`src/rtl/mdu_hilo_unit.sv`:
```
// Iterative MULT/MULTU/DIV/DIVU unit owning the HI/LO registers.
// Raises stall_req while busy so execute holds dependent instructions.
module mdu_hilo_unit #(
  parameter int DW = 32,
  parameter int CW = 6
) (
  input  logic          clk,
  input  logic          rst_n,
  input  logic          start,
  input  logic [1:0]    op,
  input  logic [DW-1:0] src_a,
  input  logic [DW-1:0] src_b,
  input  logic          we_hi,
  input  logic          we_lo,
  input  logic [DW-1:0] wd,
  input  logic          rd_en,
  input  logic          rd_sel,
  output logic          busy,
  output logic          stall_req,
  output logic [DW-1:0] hi,
  output logic [DW-1:0] lo,
  output logic [DW-1:0] rd_data
);

  typedef enum logic [1:0] {IDLE, RUN, FIX} state_e;

  state_e          state_q, state_d;
  logic [CW-1:0]   cnt_q, cnt_d;
  logic            div_q, div_d;
  logic            neg_q, neg_d;
  logic            negr_q, negr_d;
  logic            dz_q, dz_d;
  logic [DW-1:0]   m_q, m_d;
  logic [2*DW-1:0] acc_q, acc_d;
  logic [DW-1:0]   hi_q, hi_d;
  logic [DW-1:0]   lo_q, lo_d;

  logic [DW-1:0]   a_mag, b_mag;
  logic [DW:0]     sum, shl, diff;
  logic [2*DW-1:0] pneg;
  logic [DW-1:0]   qneg, rneg;

  assign a_mag = (op[0] && src_a[DW-1]) ? -src_a : src_a;
  assign b_mag = (op[0] && src_b[DW-1]) ? -src_b : src_b;

  assign sum  = {1'b0, acc_q[2*DW-1:DW]} + {1'b0, m_q};
  assign shl  = {acc_q[2*DW-1:DW], acc_q[DW-1]};
  assign diff = shl - {1'b0, m_q};
  assign pneg = -acc_q;
  assign qneg = -acc_q[DW-1:0];
  assign rneg = -acc_q[2*DW-1:DW];

  always_comb begin
    state_d = state_q;
    cnt_d   = cnt_q;
    div_d   = div_q;
    neg_d   = neg_q;
    negr_d  = negr_q;
    dz_d    = dz_q;
    m_d     = m_q;
    acc_d   = acc_q;
    hi_d    = hi_q;
    lo_d    = lo_q;
    unique case (state_q)
      IDLE: begin
        if (start) begin
          state_d = RUN;
          cnt_d   = '0;
          div_d   = op[1];
          neg_d   = op[0] & (src_a[DW-1] ^ src_b[DW-1]);
          negr_d  = op[0] & src_a[DW-1];
          dz_d    = op[1] & (src_b == '0);
          // Divide: acc = {rem, dividend}; multiply: acc = {0, multiplier}
          m_d     = op[1] ? b_mag : a_mag;
          acc_d   = {{DW{1'b0}}, op[1] ? a_mag : b_mag};
        end else begin
          if (we_hi) hi_d = wd;
          if (we_lo) lo_d = wd;
        end
      end
      RUN: begin
        if (div_q) begin
          if (shl >= {1'b0, m_q})
            acc_d = {diff[DW-1:0], acc_q[DW-2:0], 1'b1};
          else
            acc_d = {shl[DW-1:0], acc_q[DW-2:0], 1'b0};
        end else if (acc_q[0]) begin
          acc_d = {sum, acc_q[DW-1:1]};
        end else begin
          acc_d = {1'b0, acc_q[2*DW-1:1]};
        end
        cnt_d = cnt_q + 1'b1;
        if (cnt_q == CW'(DW - 1)) state_d = FIX;
      end
      FIX: begin
        state_d = IDLE;
        if (div_q) begin
          hi_d = negr_q ? rneg : acc_q[2*DW-1:DW];
          lo_d = dz_q ? '1 : (neg_q ? qneg : acc_q[DW-1:0]);
        end else begin
          {hi_d, lo_d} = neg_q ? pneg : acc_q;
        end
      end
      default: state_d = IDLE;
    endcase
  end

  always_ff @(posedge clk or negedge rst_n) begin
    if (!rst_n) begin
      state_q <= IDLE;
      cnt_q   <= '0;
      div_q   <= 1'b0;
      neg_q   <= 1'b0;
      negr_q  <= 1'b0;
      dz_q    <= 1'b0;
      m_q     <= '0;
      acc_q   <= '0;
      hi_q    <= '0;
      lo_q    <= '0;
    end else begin
      state_q <= state_d;
      cnt_q   <= cnt_d;
      div_q   <= div_d;
      neg_q   <= neg_d;
      negr_q  <= negr_d;
      dz_q    <= dz_d;
      m_q     <= m_d;
      acc_q   <= acc_d;
      hi_q    <= hi_d;
      lo_q    <= lo_d;
    end
  end

  assign busy      = (state_q != IDLE);
  assign stall_req = busy & (start | rd_en | we_hi | we_lo);
  assign hi        = hi_q;
  assign lo        = lo_q;
  assign rd_data   = rd_sel ? hi_q : lo_q;

endmodule

```
`config.mk`:
```
export PLATFORM = sky130hd
export DESIGN_NAME = mdu_hilo_unit
export DESIGN_NICKNAME = d
export VERILOG_FILES = /design/src/rtl/mdu_hilo_unit.sv
export SDC_FILE = /design/constraint.sdc
export NUM_CORES = 1
export LEC_CHECK = 0
export BUFFER_PORTS_ARGS = -buffer_cell sky130_fd_sc_hd__buf_2
export CELL_PAD_IN_SITES_DETAIL_PLACEMENT = 1
export CELL_PAD_IN_SITES_GLOBAL_PLACEMENT = 2
export CORE_ASPECT_RATIO = 0.5
export CORE_MARGIN = 5
export CORE_UTILIZATION = 35
export DETAILED_ROUTE_END_ITERATION = 10
export PLACE_DENSITY_LB_ADDON = 0.1
export SLEW_MARGIN = 20
export SYNTH_ARGS = -nofsm -noshare
export SYNTH_HDL_FRONTEND = slang
export SYNTH_SLANG_ARGS = --single-unit
```
`constraint.sdc`:
```
create_clock -name clk -period 4.03 [get_ports clk]
set_input_delay 0.2015 -clock clk [delete_from_list [all_inputs] [get_ports clk]]
set_output_delay 0.2015 -clock clk [all_outputs]
set_load 0.005 [all_outputs]
```
==> results.sh <==
export IMPL_status="finished, final reports clean"
export IMPL_clk_pin_slew_worst_paths_ps=80
export IMPL_grt_pass1_vias=16300
export IMPL_busiest_layer="met2"
export IMPL_maxSlewViolCount=0
export IMPL_via_count=16300
export IMPL_power_density_nw_per_um2=848
export IMPL_synth_warnings=0
export IMPL_drive_gt1_share_pct=16.6
export IMPL_cts_sinks=172
export IMPL_antenna_cells=0
export IMPL_grt_overflow=0
export IMPL_synth_top_area_cell="dfrtp_1"
export IMPL_io_pin_count=203
export IMPL_drc=0
export IMPL_min_period_over_period_pct=91.6
export IMPL_worst_pin_slew_ps=1060
export IMPL_crit_slowest_cell="xnor2_1"
export IMPL_cp_end_kind="register"
export IMPL_final_net_count=2369
export IMPL_crit_path_end="hi[17]"
export IMPL_synth_nets=2219
export IMPL_synth_area_leaders="dfrtp_1, o21ai_0, xnor2_1, a21oi_1, ha_1"
export IMPL_fin_skew_ps=22.5
export IMPL_synth_top_area_share_pct=27.2
export IMPL_grt_max_degree=95
export IMPL_min_delay_start="wd[19]"
export IMPL_post_place_ws_ps=402
export IMPL_viasPerCell=5.83
export IMPL_netlist_instances=2043
export IMPL_fin_crit_ps=3690
export IMPL_tns_ps=0
export IMPL_regToRegSetupSlack_ps=340
export IMPL_num_fill_cells=5562
export IMPL_cp_start_kind="register"
export IMPL_worstReg2RegStart="acc_q[17]"
export IMPL_required_ps=4350
export IMPL_cts_root_buf="clkbuf_16"
export IMPL_cp_max_fo=7
export IMPL_die_h_um=160
export IMPL_cts_resized=0
export IMPL_hpwlAfterDp_mm=54.2
export IMPL_ys_flop_type="dfrtp_1"
export IMPL_synthToLayoutAreaGrowth_pct=15.3
export IMPL_dr_pass1_iters=5
export IMPL_grt_util_met3_pct=8.41
export IMPL_setup_viol=0
export IMPL_worst_skew_pair_late_latency_ps=480
export IMPL_crit_cells=7
export IMPL_utilization_pct=40.6
export IMPL_core_um2=44900
export IMPL_ir_worst_vdd_mv=0.327
export IMPL_final_cell_mix="o21ai_0, buf_2, a21oi_1"
export IMPL_die_area_um2=49800
export IMPL_final_common_cell="o21ai_0"
export IMPL_numCtsBuffers=17
export IMPL_seq_area_frac_synth_pct=27.2
export IMPL_cts_tree="yes"
export IMPL_crit_buf_inv=0
export IMPL_cap_viol_max_count=0
export IMPL_gp_congestion=0.923
export IMPL_grt_pass1_wl_mm=104
export IMPL_rsz0062_at_grt="false"
export IMPL_p_leak_uw=0.00777
export IMPL_use_met1_pct=38.8
export IMPL_hold_path_class="primary input to register"
export IMPL_fin_ws_ps=340
export IMPL_hold_slack_ps=19.5
export IMPL_reg2reg_to="hi[17]"
export IMPL_hold_violations=0
export IMPL_p_total_uw=15500
export IMPL_clockBufferDepth=2
export IMPL_synth_edf_count=0
export IMPL_maxSlewHeadroom_pct=29.0
export IMPL_start_util_pct=35.2
export IMPL_wl_mm=69.1
export IMPL_crit_type="register to register"
export IMPL_ant_nets=0
export IMPL_io_buffers=202
export IMPL_ys_types=81
export IMPL_fp_row_count=55
export IMPL_first_iter_violations=1117
export IMPL_synthArstFlopShare_pct=100
export IMPL_max_stage_delay_ps=830
export IMPL_arrival_ps=4010
export IMPL_r2r_cells=7
export IMPL_crit_family="simple AND/OR/NAND/NOR gates"
export IMPL_synth_area_um2=15800
export IMPL_worstPathCellList="or4_1 > nor4_4 > nand4_2 > a21oi_1 > a22oi_1 > xnor2_1 > a221oi_1"
export IMPL_htree_levels=4
export IMPL_grt_met2_usage_pct=40.3
export IMPL_startpoint="acc_q[17]"
export IMPL_antenna_found_initial=12
export IMPL_post_drt_wl_per_cell_um=24.7
export IMPL_max_freq_mhz=271
export IMPL_die_w_um=311
export IMPL_postSynthAreaPerCell_um2=7.75
export IMPL_ys_seq_elements=172
export IMPL_grt_usage_pct=27.0
## cells by family after synthesis
kind of cell / after synthesis / synth area share (%)
fa+ha+maj: 71 / 5.71
simple gates: 595 / 18.1
buf+inv: 207 / 4.98
xor+xnor: 173 / 9.57
compound gates: 719 / 27.4
mux: 106 / 7.03
flops: 172 / 27.2
## cell usage after synthesis, types with 51 or more instances
| cell | count |
|---|---|
| o21ai_0 | 233 |
| a21oi_1 | 199 |
| nand2_1 | 198 |
| dfrtp_1 | 172 |
| nor2_1 | 167 |
| xnor2_1 | 120 |
| clkbuf_1 | 115 |
| ha_1 | 69 |
| mux2i_1 | 67 |
| inv_1 | 65 |
| xor2_1 | 53 |
| a211oi_1 | 51 |
## worst min-delay path by stage
stage / endpoint / slack, ps / cells after the start
CTS: hi[19] / 8 / 3
global route: hi[19] / 20 / 3
detailed placement: m_q[14] / 280 / 1
global placement: m_q[14] / 280 / 1
finish: hi[19] / 20 / 3
floorplan: acc_q[0] / -90 / 0
## where the power goes
| group | switching [µW] | internal (µW) |
|---|---|---|
| logic | 6300 | 4070 |
| registers | 1030 | 2370 |
| clock network | 889 | 824 |
## tightest hold or removal path, cell delays in order
cell and delay [ps]:
buf_2 90, mux2i_1 60, o21ai_1 100
## metrics by stage
stage	instances	area, µm²
after floorplan	2043	15800
after global placement	2766	17600
after detailed placement	2766	17600
after CTS	2802	18200
after global routing	2803	18200
final	2803	18200
## area by class of cell
cell class	count	area, µm²	area share, %
multi-input combinational	1664	10800	59.1
timing repair buffer	272	1580	8.67
clock inverter	14	154	0.843
sequential	172	4310	23.6
inverter	66	248	1.36
tap	598	748	4.10
clock buffer	17	425	2.33
## sequential cells by signal (all words and copies together) (netlist names)
register / flops
acc_q: 64
hi: 32
lo: 32
m_q: 32
cnt_q: 6
state_q: 2
div_q: 1
dz_q: 1
neg_q: 1
negr_q: 1
## per-layer routing
metal,vias up,share of wire [%]
met3,75,7.7
met4,12,1.8
met5,-,0.082
met2,415,42
li1,7728,-
met1,8113,49
## what timing repair did
action,4_1_cts,5_1_grt
setup endpoints to repair,0,0
setup buffers,0,0
endpoints found under the hold margin,80,0
hold buffers,5,0
No activity file was read; power rests on OpenSTA's default activity.
